--- src/rtl/uart_tx.sv ---
// rtl/uart_tx.sv - 8N1 UART transmitter sharing the receiver's baud divider scheme.
// Optional even parity bit when UART_TX_PARITY_EN is defined; SIM shrinks the divider.
module uart_tx #(
`ifdef SIM
  parameter int unsigned                 T_DIV_BIT = 4,
  parameter logic [T_DIV_BIT-1:0]        T_DIV_0   = 4'd15,
  parameter logic [T_DIV_BIT-1:0]        T_DIV_1   = 4'd7
`else
  parameter int unsigned                 T_DIV_BIT = 13,
  parameter logic [T_DIV_BIT-1:0]        T_DIV_0   = 13'd5207,
  parameter logic [T_DIV_BIT-1:0]        T_DIV_1   = 13'd2603
`endif
) (
  input  logic       clk,
  input  logic       rst,
  input  logic       baudrate,
  input  logic       tx_start,
  input  logic [7:0] tx_data,
  output logic       uart_txd,
  output logic       tx_busy,
  output logic       tx_done
);

  typedef enum logic [2:0] {
    IDLE,
    START,
    DATA,
`ifdef UART_TX_PARITY_EN
    PARITY,
`endif
    STOP
  } state_t;

  state_t               state;
  logic [7:0]           shift_reg;
  logic [2:0]           bit_cnt;
  logic [T_DIV_BIT-1:0] div_cnt;
  logic [T_DIV_BIT-1:0] div_latched;
  logic                 bit_end;
`ifdef UART_TX_PARITY_EN
  logic                 parity_bit;
`endif

  // Last clock of the current bit period; the divider wraps on the following edge.
  assign bit_end = (div_cnt == div_latched);

  always_ff @(posedge clk or posedge rst) begin
    if (rst) begin
      state       <= IDLE;
      shift_reg   <= 8'h00;
      bit_cnt     <= 3'd0;
      div_cnt     <= '0;
      div_latched <= T_DIV_0;
      uart_txd    <= 1'b1;
      tx_busy     <= 1'b0;
      tx_done     <= 1'b0;
`ifdef UART_TX_PARITY_EN
      parity_bit  <= 1'b0;
`endif
    end else begin
      tx_done <= 1'b0;
      if (state != IDLE) begin
        div_cnt <= bit_end ? '0 : T_DIV_BIT'(div_cnt + 1'b1);
      end
      case (state)
        IDLE: begin
          if (tx_start) begin
            shift_reg   <= tx_data;
            div_latched <= baudrate ? T_DIV_1 : T_DIV_0;
            div_cnt     <= '0;
            bit_cnt     <= 3'd0;
            uart_txd    <= 1'b0;
            tx_busy     <= 1'b1;
            state       <= START;
`ifdef UART_TX_PARITY_EN
            parity_bit  <= ^tx_data;
`endif
          end
        end
        START: begin
          if (bit_end) begin
            uart_txd  <= shift_reg[0];
            shift_reg <= {1'b0, shift_reg[7:1]};
            bit_cnt   <= 3'd0;
            state     <= DATA;
          end
        end
        DATA: begin
          if (bit_end) begin
            if (bit_cnt == 3'd7) begin
              bit_cnt <= 3'd0;
`ifdef UART_TX_PARITY_EN
              uart_txd <= parity_bit;
              state    <= PARITY;
`else
              uart_txd <= 1'b1;
              state    <= STOP;
`endif
            end else begin
              uart_txd  <= shift_reg[0];
              shift_reg <= {1'b0, shift_reg[7:1]};
              bit_cnt   <= bit_cnt + 3'd1;
            end
          end
        end
`ifdef UART_TX_PARITY_EN
        PARITY: begin
          if (bit_end) begin
            uart_txd <= 1'b1;
            state    <= STOP;
          end
        end
`endif
        STOP: begin
          if (bit_end) begin
            uart_txd <= 1'b1;
            tx_busy  <= 1'b0;
            tx_done  <= 1'b1;
            state    <= IDLE;
          end
        end
        default: begin
          uart_txd <= 1'b1;
          tx_busy  <= 1'b0;
          state    <= IDLE;
        end
      endcase
    end
  end

endmodule

--- config.mk ---
export PLATFORM = sky130hd
export DESIGN_NAME = uart_tx
export DESIGN_NICKNAME = d
export VERILOG_FILES = /design/src/rtl/uart_tx.sv
export SDC_FILE = /design/constraint.sdc
export NUM_CORES = 1
export LEC_CHECK = 0
export CAP_MARGIN = 15
export CORE_MARGIN = 2
export CORE_UTILIZATION = 35
export CTS_BUF_LIST = sky130_fd_sc_hd__clkbuf_16
export CTS_CLUSTER_SIZE = 28
export DETAILED_ROUTE_END_ITERATION = 8
export SYNTH_ARGS = -nofsm -noshare
export SYNTH_HDL_FRONTEND = slang
export SYNTH_SLANG_ARGS = --single-unit
--- constraint.sdc ---
create_clock -name clk -period 2.25 [get_ports clk]
set_input_delay 0.225 -clock clk [delete_from_list [all_inputs] [get_ports clk]]
set_output_delay 0.225 -clock clk [all_outputs]
set_load 0.01 [all_outputs]
## After elaboration in Yosys (flattened, before gate mapping)

Cells that the tools add are included.

| word-level totals | value |
|---|---|
| register bits | 43 |
| latch bits | 0 |
| memory bits (writable) | 0 |
| memory bits (read-only) | 0 |
| bits of input ports | 12 |
| output and inout bits | 3 |
| word-level logic and storage cells | 63 |
| memories kept | 0 |

| cells by class | value |
|---|---|
| add/subtract/negate cells | 2 |
| $mul | 0 |
| div/mod/pow operators | 0 |
| magnitude comparators | 0 |
| equality and inequality tests | 11 |
| shift operators | 0 |
| muxes and demuxes | 31 |
| bitwise logic cells | 1 |
| reductions and logical operators | 10 |

Operator list:

| cell | count |
|---|---|
| 13-bit two-way mux | 5 |
| 8-bit two-way mux | 4 |
| 3-bit two-way mux | 8 |
| 8-bit one-hot mux with 3 select lines | 1 |
| 13-bit by 1-bit adder with 13-bit output (second input constant) | 1 |
| 13-bit equality test | 1 |
| 2-bit != test (second input constant) | 6 |
| 3-bit one-hot mux with 4 select lines | 1 |
| 5-bit AND reduction | 2 |
| 1-bit two-way mux | 9 |
| 3-bit one-hot mux with 3 select lines | 1 |
| 4-bit AND reduction | 2 |
| 3-bit by 2-bit equality test with 1-bit output (second input constant) | 2 |
| 3-bit nonzero test | 2 |
| 1-bit one-hot mux with 4 select lines | 1 |
| 3-bit by 1-bit adder with 3-bit output (second input constant) | 1 |
| 3-bit by 1-bit equality test with 1-bit output (second input constant) | 1 |
| 3-bit equality test (second input constant) | 1 |
| 3-bit logical NOT | 1 |
| 1-bit one-hot mux with 3 select lines | 1 |
| 3-bit AND reduction | 1 |
| 2-bit AND reduction | 1 |
| 2-bit OR reduction | 1 |
| 1-bit inverter | 1 |

## Depth between registers and ports, before layout

| logic depth | value |
|---|---|
| word-level depth | 5 |
| gate-level depth with buffers | 7 |
| depth with buffers taken out | 7 |

## Worst setup path after synthesis

Ideal clock, no wire load.

| timing | value |
|---|---|
| kind | reg2reg |
| from | reg div_cnt[9] |
| to | reg shift_reg[0] |
| library setup time | 0.125 ns |
| data arrival time | 1.664 ns |
| data required time | 2.125 ns |
| path slack | 0.461 ns |
| cell stages (with the launch flop) | 7 |
| path buffers | 1 |
| period minus slack after synthesis | 1.789 ns |
| path through | dfrtp_1 -> nor4_1 -> o2111ai_2 -> nor2_4 -> o211a_1 -> buf_6 -> mux2_4 |

| between the ends | value |
|---|---|
| cells in the longest elaborated chain, start to end | 3 |
| elaborated cells between the ends (all ways) | 4 |
| classes of those cells | 3 x eq/ne; 1 x reduce/logical |

Ends and longest elaborated chain:

| item | line | source |
|---|---|---|
| start: declaration | 37 | `logic [T_DIV_BIT-1:0] div_cnt;` |
| start signal: assignment | 63 | `div_cnt <= bit_end ? '0 : T_DIV_BIT'(div_cnt + 1'b1);` |
| 13-bit equality test * | 45 | `assign bit_end = (div_cnt == div_latched);` |
| 2-bit != test (no line) | n/a |  |
| 5-bit AND reduction (no line) * | n/a |  |
| end signal: assignment | 68 | `shift_reg <= tx_data;` |
| end signal: assignment | 83 | `shift_reg <= {1'b0, shift_reg[7:1]};` |
| end signal: assignment | 101 | `shift_reg <= {1'b0, shift_reg[7:1]};` |
| end: declaration | 35 | `logic [7:0] shift_reg;` |

Every way passes the cells marked *; elsewhere a longest branch is shown, timed or not.
A chain may end at the register's enable or synchronous reset.

## Worst setup path after layout

| timing | value |
|---|---|
| from | reg div_cnt[9] |
| to | reg shift_reg[2] |

Same word-level chain as after synthesis.

==> impl_metrics.ini <==
[sta]
final_min_period_over_clock_period = 0.925
drv_slew = 0
hold_viol = 0
grt_setup_unrepaired = no
timing.fmax_ghz = 0.480
timing_worst_slew_pin_value_ns = 0.531
timing.final.setup_violations = 0
min_period_ns = 2.08
slew_headroom = 0.643
clock_skew_ns = 0.00497
timing.setup.tns_ns = 0

[detailed_routing]
detail-route-antenna-nets = 0
finalWirelength_um = 3510
vias_per_cell = 5.18
routed-via-count = 1316
detail_routed_net_length_per_standard_cell_um = 13.8
initialDrtViolationCount = 73
firstDrtPassIters = 4
drc = 0

[global_routing]
grt_pass1_wl_um = 6120
grt_overflow_total = 0
first_global_vias = 1301
grt_usage = 0.148
pin_count_of_the_biggest_net_entering_global_routing = 32
antenna_found_initial = 0

[critical_path]
critical_path_required_ns = 2.41
worst-r2r-cell-count = 5
critical_path.cell_chain = nor4_1 > o2111ai_2 > nor2_4 > o211a_1 > mux2_4
crit_path_max_fanout = 8
timing.critical_path.depth = 5
cpLargestDelayFamily = compound AO/OA/AOI/OAI gates
crit_buf_inv = 0
endpoint_kind = flip-flop
slowest_delay_ns = 0.44
path_class = flip-flop to flip-flop
crit_slowest_cell = sky130_fd_sc_hd__o211a_1
setup.worst_path.start_class = flip-flop
worst-endpoint-arrival_ns = 2.24

[floorplanning]
fp.dieW_um = 74.8
pin_count = 15
die_y_um = 74.8
number_of_placement_rows = 25
dieArea_mm2 = 0.00559
fp.coreArea_mm2 = 0.00479
initial_utilization = 0.366

[cells_and_area]
register_area_um2 = 778
multi_input_comb_area_um2 = 915
area.growth.synth_to_final_pct = 21.4
fillerInstances = 447
layout.cells.most_common_list = sky130_fd_sc_hd__dfrtp_1 (29), sky130_fd_sc_hd__nor2_1 (15), sky130_fd_sc_hd__clkdlybuf4s50_1 (14), sky130_fd_sc_hd__nand2_1 (12)
post_route_cells_drive_above_1_share = 0.214
largest_register_ff_count = 13
fin_util = 0.445
diodes_inserted = 0
design.final.nets = 207
most_frequent_standard_cell_in_the_layout_excluding_fill_and_tap_cells = sky130_fd_sc_hd__dfrtp_1

[power_and_ir_drop]
p_seq_frac = 0.462
p_sw_mw = 0.234
total_leakage_power_nw = 0.965
max-vdd-ir-drop_mv = 0.244
comb_power_share = 0.033
pwr_density_cell_mw_per_mm2 = 568
p_int_mw = 0.976
power.clock.fraction = 0.505
switching_power_share_of_the_total = 0.193

[cts]
numClockSinks = 31
cts_post_setup_buffers_inserted = 0
cts_tree = done
cts-root-to-sink-buffers = 2
clockRootBuffer = sky130_fd_sc_hd__clkbuf_16
clock_tree.htree_level_count = 2
cts_resized = 0
worst_skew_pair.late_latency_ns = 0.28
cts.clk_slew.worst_paths_ns = 0.05
cts_buffer_count = 5
postCtsHoldBufs = 0

[yosys]
synthesis.area_per_instance_um2 = 10.7
synth_enable_flop_cells = 0
number_of_synthesis_warnings = 0
synth_ff_type = sky130_fd_sc_hd__dfrtp_1
synth_cell_type_count = 42
synth_area_mm2 = 0.00175
synth_fp_nets = 184
synth_seq_area_share = 0.444
flip_flop_and_latch_count_after_synthesis = 31
synth-async-reset-ratio = 1.00
netlist_instances = 164

[job]
drv.max_cap_violation_count = 0

[outcome]
outcome = finished, final reports clean

[place]
hpwlAfterDp_um = 2630
io_buffer_count = 14
gp_routability_congestion = 0.920

[min_path]
hp-class = input pin to asynchronous set/reset pin
==> cells in the mapped netlist (3+ instances only) <==
cell type                 count  area [um2]
sky130_fd_sc_hd__a22o_1       9        78.8
sky130_fd_sc_hd__inv_1        9        33.8
sky130_fd_sc_hd__nor4_1       4        25.0
sky130_fd_sc_hd__a21oi_1      4        20.0
sky130_fd_sc_hd__xnor2_1      3        26.3
sky130_fd_sc_hd__nand3_1      5        25.0
sky130_fd_sc_hd__ha_1         8         100
sky130_fd_sc_hd__nor3_1       3        15.0
sky130_fd_sc_hd__o21ai_0     11        55.1
sky130_fd_sc_hd__nand2_1     12        45.0
sky130_fd_sc_hd__mux2_4       8         120
sky130_fd_sc_hd__nor2_1      15        56.3
sky130_fd_sc_hd__mux2_2       9         101
sky130_fd_sc_hd__dfrtp_1     29         726
==> worst register-to-register path, delay by kind of cell (launching register included) <==
family          cells  cell delay (ns)
compound gates      2             0.66
mux                 1             0.34
simple gates        2             0.53
flops               1             0.43
==> per-layer routing <==
layer	share of wire	vias to the layer above	GRT usage
met3	0.046	9	0.0482
met4	0.025	0	0.0714
met1	0.44	636	0.177
li1	-	638	-
met5	0	-	0
met2	0.49	33	0.239
==> through the flow <==
step / cell area, um2 / std cells / setup WS, ns / hold slack, ns / power, mW
after floorplan: 1750 / 164 / 0.461 / 0.295 / 0.583
after global placement: 2000 / 247 / 0.237 / 0.495 / 0.608
after detailed placement: 2000 / 247 / 0.160 / 0.489 / 0.609
after CTS: 2130 / 254 / 0.158 / 0.353 / 1.23
after global routing: 2130 / 254 / 0.00471 / 0.387 / 1.26
final: 2130 / 254 / 0.168 / 0.338 / 1.21
==> power by group through the flow <==
stage	logic (mW)	clock network, mW	registers (mW)
floorplan	0.0152	0	0.568
CTS	0.0415	0.626	0.559
finish	0.0402	0.611	0.559
global placement	0.0400	0	0.568
detailed placement	0.0414	0	0.568
global route	0.0449	0.656	0.558
==> cells by family after synthesis <==
| kind of cell | synth area share |
|---|---|
| compound gates | 0.168 |
| xor+xnor | 0.0150 |
| fa+ha+maj | 0.0571 |
| buf+inv | 0.0343 |
| flops | 0.444 |
| mux | 0.138 |
| simple gates | 0.144 |
==> area by class of cell <==
| class | instances | share of cell area |
|---|---|---|
| multi-input cells | 120 | 0.430 |
| flip-flops and latches | 31 | 0.366 |
| repair buffers | 20 | 0.0870 |
| clock buffers | 5 | 0.0588 |
| well taps | 67 | 0.0394 |
| inverters | 9 | 0.0159 |
| clock inverters | 2 | 0.00353 |
==> final timing paths <==
path	slack, ns	startpoint	to
hold reg to reg	0.51	shift_reg[6]	shift_reg[6]
setup / recovery	0.17	div_cnt[9]	shift_reg[2]
hold / removal	0.34	rst	shift_reg[6]
setup reg to reg	0.17	div_cnt[9]	shift_reg[2]
max in group asynchronous	1.58	rst	uart_txd
min in group clk	0.51	shift_reg[6]	shift_reg[6]
(Power assumes the default switching activity.)
